### src/rtl/color_mask_stats.sv
// Three-stage RGB threshold mask with per-frame hit count and bounding box.
// All three stages advance together; a stalled output holds the whole pipe.
module color_mask_stats #(
  parameter int PIX_W    = 8,
  parameter int WIDTH    = 768,
  parameter int HEIGHT   = 512,
  parameter int COORD_W  = 11,
  parameter int CNT_W    = 19,
  parameter int MODE     = 0,
  parameter int THRESH_R = 180,
  parameter int THRESH_G = 180,
  parameter int THRESH_B = 180,
  parameter int THRESH_Y = 180,
  parameter int MASK_VAL = 77
) (
  input  logic               CAMERA_CLK,
  input  logic               rst,
  input  logic [PIX_W-1:0]   inputPixel_R,
  input  logic [PIX_W-1:0]   inputPixel_G,
  input  logic [PIX_W-1:0]   inputPixel_B,
  input  logic [COORD_W-1:0] coordinate_X,
  input  logic [COORD_W-1:0] coordinate_Y,
  input  logic               readWrite,
  output logic               in_ready,
  output logic [PIX_W-1:0]   outputPixel,
  output logic               writeBackImage,
  input  logic               out_ready,
  input  logic               cfg_we,
  input  logic [1:0]         cfg_sel,
  input  logic [PIX_W-1:0]   cfg_data,
  output logic               frame_done,
  output logic [CNT_W-1:0]   hit_count,
  output logic               bbox_valid,
  output logic [COORD_W-1:0] bbox_xmin,
  output logic [COORD_W-1:0] bbox_xmax,
  output logic [COORD_W-1:0] bbox_ymin,
  output logic [COORD_W-1:0] bbox_ymax
);
  localparam int STAGES = 3;

  typedef struct packed {
    logic [PIX_W-1:0]   r, g, b, y;
    logic [COORD_W-1:0] x, yc;
  } s1_t;

  typedef struct packed {
    logic               hit;
    logic [COORD_W-1:0] x, yc;
  } hit_t;

  logic [STAGES:1]         vld_pipe;
  logic                    en;
  s1_t                     s1, s1_d;
  hit_t                    s2, s2_d, s3;
  logic [3:0][PIX_W-1:0]   thr;
  logic                    gt_r, gt_g, gt_b, gt_y;

  assign en             = !vld_pipe[STAGES] || out_ready;
  assign in_ready       = en;
  assign writeBackImage = vld_pipe[STAGES];

  always_comb begin
    s1_d    = '0;
    s1_d.r  = inputPixel_R;
    s1_d.g  = inputPixel_G;
    s1_d.b  = inputPixel_B;
    // 16-bit weighted sum tops out at 255*256, so the >>8 result always fits
    s1_d.y  = PIX_W'((16'd77 * 16'(inputPixel_R) + 16'd150 * 16'(inputPixel_G)
                    + 16'd29 * 16'(inputPixel_B)) >> 8);
    s1_d.x  = coordinate_X;
    s1_d.yc = coordinate_Y;
  end

  assign gt_r = s1.r > thr[0];
  assign gt_g = s1.g > thr[1];
  assign gt_b = s1.b > thr[2];
  assign gt_y = s1.y > thr[3];

  always_comb begin
    s2_d.x  = s1.x;
    s2_d.yc = s1.yc;
    case (MODE)
      0:       s2_d.hit = gt_r;
      1:       s2_d.hit = gt_g;
      3:       s2_d.hit = gt_y;
      4:       s2_d.hit = gt_r && gt_g && gt_b;
      5:       s2_d.hit = gt_r || gt_g || gt_b;
      default: s2_d.hit = gt_b;
    endcase
  end

  // Writes land on the edge; a compare on that same edge still sees the old value
  always_ff @(posedge CAMERA_CLK) begin
    if (!rst)
      thr <= {PIX_W'(THRESH_Y), PIX_W'(THRESH_B), PIX_W'(THRESH_G), PIX_W'(THRESH_R)};
    else if (cfg_we)
      thr[cfg_sel] <= cfg_data;
  end

  always_ff @(posedge CAMERA_CLK) begin
    if (!rst) begin
      vld_pipe    <= '0;
      outputPixel <= '0;
    end else if (en) begin
      vld_pipe    <= {vld_pipe[STAGES-1:1], readWrite};
      outputPixel <= (vld_pipe[STAGES-1] && s2.hit) ? PIX_W'(MASK_VAL) : '0;
    end
  end

  always_ff @(posedge CAMERA_CLK) begin
    if (en) begin
      s1 <= s1_d;
      s2 <= s2_d;
      s3 <= s2;
    end
  end

  logic                xfer, last;
  logic [CNT_W-1:0]    acc_cnt, nxt_cnt;
  logic [COORD_W-1:0]  acc_x0, acc_x1, acc_y0, acc_y1;
  logic [COORD_W-1:0]  nxt_x0, nxt_x1, nxt_y0, nxt_y1;

  assign xfer = vld_pipe[STAGES] && out_ready;
  assign last = (s3.x == COORD_W'(WIDTH-1)) && (s3.yc == COORD_W'(HEIGHT-1));

  always_comb begin
    nxt_cnt = acc_cnt;
    nxt_x0  = acc_x0;
    nxt_x1  = acc_x1;
    nxt_y0  = acc_y0;
    nxt_y1  = acc_y1;
    if (s3.hit) begin
      nxt_cnt = acc_cnt + CNT_W'(1);
      if (s3.x  < acc_x0) nxt_x0 = s3.x;
      if (s3.x  > acc_x1) nxt_x1 = s3.x;
      if (s3.yc < acc_y0) nxt_y0 = s3.yc;
      if (s3.yc > acc_y1) nxt_y1 = s3.yc;
    end
  end

  // Frame-end pixel is folded in, published, and the accumulators restart
  always_ff @(posedge CAMERA_CLK) begin
    if (!rst) begin
      acc_cnt    <= '0;
      acc_x0     <= '1;
      acc_x1     <= '0;
      acc_y0     <= '1;
      acc_y1     <= '0;
      frame_done <= 1'b0;
      hit_count  <= '0;
      bbox_valid <= 1'b0;
      bbox_xmin  <= '0;
      bbox_xmax  <= '0;
      bbox_ymin  <= '0;
      bbox_ymax  <= '0;
    end else begin
      frame_done <= xfer && last;
      if (xfer) begin
        if (last) begin
          hit_count  <= nxt_cnt;
          bbox_valid <= nxt_cnt != '0;
          bbox_xmin  <= nxt_x0;
          bbox_xmax  <= nxt_x1;
          bbox_ymin  <= nxt_y0;
          bbox_ymax  <= nxt_y1;
          acc_cnt    <= '0;
          acc_x0     <= '1;
          acc_x1     <= '0;
          acc_y0     <= '1;
          acc_y1     <= '0;
        end else begin
          acc_cnt <= nxt_cnt;
          acc_x0  <= nxt_x0;
          acc_x1  <= nxt_x1;
          acc_y0  <= nxt_y0;
          acc_y1  <= nxt_y1;
        end
      end
    end
  end
endmodule

### config.mk
export PLATFORM = sky130hd
export DESIGN_NAME = color_mask_stats
export DESIGN_NICKNAME = d
export VERILOG_FILES = /design/src/rtl/color_mask_stats.sv
export SDC_FILE = /design/constraint.sdc
export NUM_CORES = 1
export LEC_CHECK = 0
export CORE_UTILIZATION = 50
export CTS_CLUSTER_SIZE = 8
export DETAILED_ROUTE_END_ITERATION = 6
export GPL_TIMING_DRIVEN = 0
export PLACE_DENSITY = 0.74
export SYNTH_ARGS = -nofsm -noshare
export SYNTH_HDL_FRONTEND = slang
export SYNTH_SLANG_ARGS = --single-unit
export TNS_END_PERCENT = 100
### constraint.sdc
create_clock -name CAMERA_CLK -period 4.93 [get_ports CAMERA_CLK]
set_clock_uncertainty 0.2 [all_clocks]
set_input_delay 0.493 -clock CAMERA_CLK [delete_from_list [all_inputs] [get_ports CAMERA_CLK]]
set_output_delay 0.493 -clock CAMERA_CLK [all_outputs]
set_load 0.005 [all_outputs]
==> key figures, run 1 <==
Worst setup path
  – Crit path arrival time: 2.35 ns
  – FF-to-FF Start: s3[9]
  – Crit path max fanout: 70
  – Startpoint Class: input port
  – Setup crit end kind: output port
  – Worst Path Required: 4.24 ns
  – R2r setup slk: 1.98 ns
  – Critical R2R Capture: acc_y1[8]
  – Crit path to: in_ready
  – CP Class: input port to output port
  – Worst R2R Path Depth: 6
  – Worst Setup SP: out_ready

Timing
  – Final Worst Setup Slack: 1.89 ns
  – Fin crit period: 3.04 ns
  – Max frequency: 0.328 GHz
  – Slew @ Worst Pin: 0.920 ns
  – Final hold vios: 0
  – Slew headroom: 38.6%
  – Final Max Tran Viols: 0
  – Final setup vio count: 0
  – RSZ-0062 raised after global routing: false
  – Final worst path period share: 61.8%

Die
  – Rows: 49
  – Die width: 138 um
  – Io pins: 136
  – Initial Utilization: 51.1%
  – Die ar.: 19000 um2
  – Total core area: 18000 um2
  – DIE HEIGHT: 138 um

CTS
  – Post-CTS Resized: 0
  – Clock sink count: 216
  – Clock buffer depth: 3
  – Num CTS Buffers: 30
  – Clk pin slew, worst setup/hold paths: 0.05 ns
  – Post-CTS Setup Inserts: 0
  – CTS tree: done
  – Hold-fix buffers, CTS: 0
  – H-tree depth: 1
  – CTS root buf: clkbuf_16
  – Worst skew pair latency: 0.53 ns

Flow run
  – Max-Cap Viols: 0

Logic synthesis
  – Post-synth ARST share: 0%
  – Top_reg_cell synth: dfxtp_1
  – Flops & latches, synth: 216
  – Synth area leader: dfxtp_1
  – Post-Synthesis Cells: 885
  – Post-synth EDFFs: 76
  – YS warnings: 0
  – Sequential-to-total area share from yosys stat: 55.2%
  – Area of the mapped netlist: 9200 um2
  – Post-synth top area share: 30.5%
  – Mapped Avg Cell Area: 10.4 um2
  – Synth area leaders: dfxtp_1 30%, edfxtp_1 25%, ha_1 6.9%
  – Unique cell type count in the Yosys netlist: 57

Placed design
  – Port Buffers: 115
  – Worst slack, placed: 1.88 ns
  – HPWL after DPL: 13900 um
  – Final Wtd Congestion: 0.865
  – Placed cell count: 1233

Power and ir drop
  – Pint: 3.12 mW
  – Seq pwr share: 48.9%
  – Power Density: 347 nW/um2
  – P_leak: 4.81 nW
  – P_sw: 0.873 mW
  – VDD IR max: 0.306 mV
  – Clock network power share: 45.4%
  – Total power: 3.99 mW
  – Sw Share: 21.9%
  – Combinational share of power: 5.7%

Route
  – Via/cell ratio: 5.34
  – First DRT Iteration DRCs: 442
  – Total Wirelength: 20000 um
  – Drt pass-1 iters: 4
  – Routed via count: 6830
  – Wire per inst: 15.6 um
  – Residual DRC: 0
  – Post-DRT Antenna Nets: 0

Global route
  – Congestion Overflow GR: 0
  – Largest net degree at the start of global routing: 71
  – Number of global-route vias before repair: 6560
  – Initial antenna violation count: 1
  – First-pass GRT wire length: 32700 um
  – GRT Util Overall: 22.0%

Finish
  – Post-route insts no fill: 1280
  – Share of layout cells above drive strength 1: 5.71%
  – Area growth syn-to-layout: 25.1%
  – Fin nets: 1148

Status
  – Status: finished clean

Worst hold path
  – Hold Crit Class: flop to flop
-- area by class of cell --
cell class / instances / area (um2)
Antenna cell: 1 / 2.50
Inverter: 56 / 210
Sequential cell: 216 / 5080
Clock buffer: 45 / 807
Tap cell: 229 / 287
Multi-Input combinational cell: 556 / 3630
Clock inverter: 1 / 16.3
Timing Repair Buffer: 116 / 1180
Buffer: 60 / 290
Fill cell: 1468 / 6520
-- placed cells by master (no fill, tap or decap), types with 13 or more instances in the layout --
master	count
o211ai_1	27
mux2i_1	14
edfxtp_1	76
clkdlybuf4s50_1	115
a21oi_1	34
o21ai_0	67
nand2_1	135
nand3_1	14
inv_1	55
dfxtp_1	140
clkbuf_16	30
clkbuf_1	53
ha_1	51
o211a_1	18
a22o_1	20
nor2b_1	24
and3_1	13
-- critical path, stage by stage --
cell             delay (ns)
clkdlybuf4s50_1        0.51
nand2b_1               0.12
clkbuf_4               0.27
buf_16                 0.32
clkdlybuf4s50_1        0.57
-- metrics by stage --
stage	hold slack [ns]	TNS, ns	cell area, um2	utilization (%)
2_1_floorplan	0.200	0	9220	-
3_3_place_gp	0.200	-1.90	10700	59.1
3_5_place_dp	0.205	0	10700	59.3
4_1_cts	0.214	0	11500	63.8
5_1_grt	0.217	0	11500	63.9
6_report	0.211	0	11500	63.9
-- worst min-delay path by stage --
stage           from    end  depth (start not counted)
3_5_place_dp   s2[2]  s3[2]                          0
4_1_cts        s2[4]  s3[4]                          0
3_3_place_gp   s2[4]  s3[4]                          0
2_1_floorplan  s1[0]  s2[0]                          0
6_report       s2[2]  s3[2]                          0
5_1_grt        s1[3]  s2[3]                          0
-- metal layers --
metal	GRT usage, %	share of wire, %	up-vias
met2	35.8	47	172
met1	29.4	46	3203
li1	-	-	3425
met3	4.05	5.3	30
met5	0	0	-
met4	6.90	1.9	0
-- logic make-up (layout without fill, tap and decap cells) --
kind of cell,after synthesis,count (layout),share of synthesized area (%)
simple gates,255,255,13.6
flops,216,216,55.2
buf+inv,116,278,5.40
compound gates,212,212,15.4
mux,14,14,1.52
fa+ha+maj,51,51,6.93
xor+xnor,20,20,1.90
other cells,1,5,0.0407
-- power by group through the flow --
stage,clock network (mW),logic [mW],registers (mW)
floorplan,0,0.141,1.97
global placement,0,0.220,1.98
detailed placement,0,0.225,1.99
CTS,1.85,0.227,1.95
global route,1.93,0.255,1.95
finish,1.81,0.225,1.95
-- registers in the layout, summed over array words and instances, names as in the netlist, 19 cells and up --
register and flops:
s1 30, s2 23, s3 23, acc_cnt 19, hit_count 19
-- Yosys cell counts (all sizes together), types with 8 or more instances --
cell type	instances
a21o	11
a21oi	35
a22o	20
and2	8
and3	13
buf	21
clkbuf	39
dfxtp	140
edfxtp	76
ha	51
inv	56
mux2i	14
nand2	136
nand3	14
nand4	13
nor2	11
nor2b	24
nor3	10
o211a	18
o211ai	27
o21ai	69
o31ai	8
xnor2	12
xor2	8
Power figures use the tool's default switching activity.
==> run 2, diff against run 1 <==
==> constraint.sdc (replaced) <==
create_clock -name CAMERA_CLK -period 2.9 [get_ports CAMERA_CLK]
set_clock_uncertainty 0.2 [all_clocks]
set_input_delay 0.29 -clock CAMERA_CLK [delete_from_list [all_inputs] [get_ports CAMERA_CLK]]
set_output_delay 0.29 -clock CAMERA_CLK [all_outputs]
set_load 0.005 [all_outputs]
==> key figures, run 2 (same netlist as run 1, synthesis figures left out) <==
Timing
  – Fin Hold WS: 0.111 ns (was 0.211 ns)
  – Slew @ Worst Pin: 0.722 ns (was 0.920 ns)
  – Final setup vio count: 0 (unchanged)
  – Final Worst Setup Slack: 0.0880 ns (was 1.89 ns)
  – Final Max Tran Viols: 0 (unchanged)
  – Fin Setup TNS: 0 ns (unchanged)
  – Fin crit period: 2.81 ns
  – Slew headroom: 51.4% (was 38.6%)
  – RSZ-0062 raised after global routing: true (was false)
  – Final worst path period share: 97.0%
  – Final hold vios: 0 (unchanged)
  – Max frequency: 0.356 GHz

Flow run
  – Max-Cap Viols: 0 (unchanged)

Die
  – Initial Utilization: 51.1% (unchanged)
  – Io pins: 136 (unchanged)
  – Die width: 138 um (unchanged)
  – Die ar.: 19000 um2 (unchanged)
  – DIE HEIGHT: 138 um (unchanged)
  – Total core area: 18000 um2 (unchanged)
  – Rows: 49 (unchanged)

CTS
  – Post-CTS Setup Inserts: 0 (unchanged)
  – Num CTS Buffers: 30 (unchanged)
  – Post-CTS Resized: 0 (unchanged)
  – CTS root buf: clkbuf_16 (unchanged)
  – H-tree depth: 1 (unchanged)
  – Worst skew pair latency: 0.54 ns (was 0.53 ns)
  – Clock sink count: 216 (unchanged)
  – Clock buffer depth: 3 (unchanged)
  – CTS tree: done (unchanged)
  – Hold-fix buffers, CTS: 0 (unchanged)
  – Clk pin slew, worst setup/hold paths: 0.05 ns (about the same)

Finish
  – Share of layout cells above drive strength 1: 6.29% (was 5.71%)
  – Layout fillers: 1494 (was 1468)
  – Max reg flops: 30 (unchanged)
  – Most frequent cells in the layout: 140 x dfxtp_1, 135 x nand2_1, 115 x clkdlybuf4s50_1 (unchanged)
  – Register area: 5080 um2 (unchanged)
  – Most common cell after layout, fill and taps aside: dfxtp_1 (unchanged)
  – Area growth syn-to-layout: 25.2% (was 25.1%)
  – Multi-input logic area: 3640 um2 (was 3630 um2)
  – Largest registers: s1 (30), s2 (23), s3 (23) (unchanged)
  – Fin nets: 1148 (unchanged)
  – Post-route cell area: 11500 um2 (about the same)
  – Most flop-heavy register: s1 (unchanged)
  – Layout Utilization: 63.9% (about the same)

Route
  – Residual DRC: 0 (unchanged)
  – Total Wirelength: 19700 um (was 20000 um)
  – Post-DRT Antenna Nets: 0 (unchanged)
  – Via/cell ratio: 5.40 (was 5.34)
  – First DRT Iteration DRCs: 424 (was 442)
  – Wire per inst: 15.4 um (was 15.6 um)
  – Drt pass-1 iters: 4 (unchanged)
  – Routed via count: 6907 (was 6830)

Worst setup path
  – Crit path to: acc_y1[8] (was in_ready)
  – CP peak stage delay: 0.65 ns (was 0.57 ns)
  – R2r setup slk: 0.09 ns (was 1.98 ns)
  – Number of cells on the critical path: 6 (was 5)
  – Crit path arrival time: 3.03 ns (was 2.35 ns)
  – Startpoint Class: flop (was input port)
  – Worst path slowest cell: o21ai_0 (was clkdlybuf4s50_1)
  – Buffers plus inverters on the worst setup path: 0 (was 4)
  – Crit path max fanout: 10 (was 70)
  – Worst Setup SP: s3[9] (was out_ready)
  – FF-to-FF Start: s3[9] (unchanged)
  – Worst Path Required: 3.12 ns (was 4.24 ns)
  – Worst R2R Path Depth: 6 (unchanged)
  – Setup crit end kind: flop (was output port)
  – Critical R2R Capture: acc_y1[8] (unchanged)
  – Crit-path cells: nand4b_1 -> nor4_2 -> nand4_2 -> o21ai_0 -> a21oi_2 -> a22o_1 (was clkdlybuf4s50_1 -> nand2b_1 -> clkbuf_4 -> buf_16 -> clkdlybuf4s50_1)
  – CP Class: flop to flop (was input port to output port)
  – Family with the most delay on the worst path: compound AO/OA/AOI/OAI gates (was buffers and inverters)

Global route
  – Initial antenna violation count: 1 (unchanged)
  – GRT Util Overall: 21.4% (was 22.0%)
  – Congestion Overflow GR: 0 (unchanged)
  – Largest net degree at the start of global routing: 74 (was 71)
  – Number of global-route vias before repair: 6442 (was 6560)
  – First-pass GRT wire length: 31600 um (was 32700 um)

Power and ir drop
  – VDD IR max: 0.540 mV (was 0.306 mV)
  – P_leak: 4.82 nW (was 4.81 nW)
  – Power Density: 587 nW/um2 (was 347 nW/um2)

Placed design
  – HPWL after DPL: 13700 um (was 13900 um)
  – Placed cell area: 10700 um2 (unchanged)
  – Final Wtd Congestion: 0.886 (was 0.865)
  – Worst slack, placed: -0.0173 ns (was 1.88 ns)
  – Port Buffers: 115 (unchanged)

Worst hold path
  – Hold Crit Class: input port to flop (was flop to flop)

Status
  – Status: finished clean (unchanged)
==> run 2: worst min path at each step <==
| stage | endpoint | depth (start not counted) | slack (ns) | startpoint |
|---|---|---|---|---|
| global route | s1[12] | 1 | 0.09 | coordinate_X[1] |
| detailed placement | s2[5] | 0 | 0.20 | s1[5] |
| global placement | s3[4] | 0 | 0.20 | s2[4] |
| finish | s1[48] | 1 | 0.11 | inputPixel_R[2] |
| CTS | s1[51] | 1 | 0.09 | inputPixel_R[5] |
| floorplan | s1[0] | 0 | 0.19 | coordinate_Y[0] |
==> run 2: metal layers <==
layer,part of all wire (%),track usage (%)
met1,46,28.4
met2,46,34.5
met4,2.6,7.39
met3,5.8,4.64
met5,0,0
==> run 2: through the flow <==
step	total power, mW	instances
3_3_place_gp	3.74	1232
4_1_cts	6.83	1279
2_1_floorplan	3.58	888
6_report	6.77	1280
5_1_grt	7.03	1280
3_5_place_dp	3.76	1233
==> run 2: area by class of cell <==
class / count / share of cell area [%]
antenna: 1 / 0.0217
buffer: 60 / 2.58
clock buffer: 45 / 7.00
clock inverter: 1 / 0.141
inverter: 56 / 1.82
multi-input combinational: 556 / 31.6
sequential: 216 / 44.1
tap: 229 / 2.49
timing repair buffer: 116 / 10.2
==> run 2: power by group <==
part / total [mW] / internal (mW) / switching [mW] / leakage [nW]
combinational: 0.387 / 0.178 / 0.209 / 2.49
sequential: 3.32 / 3.24 / 0.0753 / 1.93
clock: 3.06 / 1.88 / 1.19 / 0.394
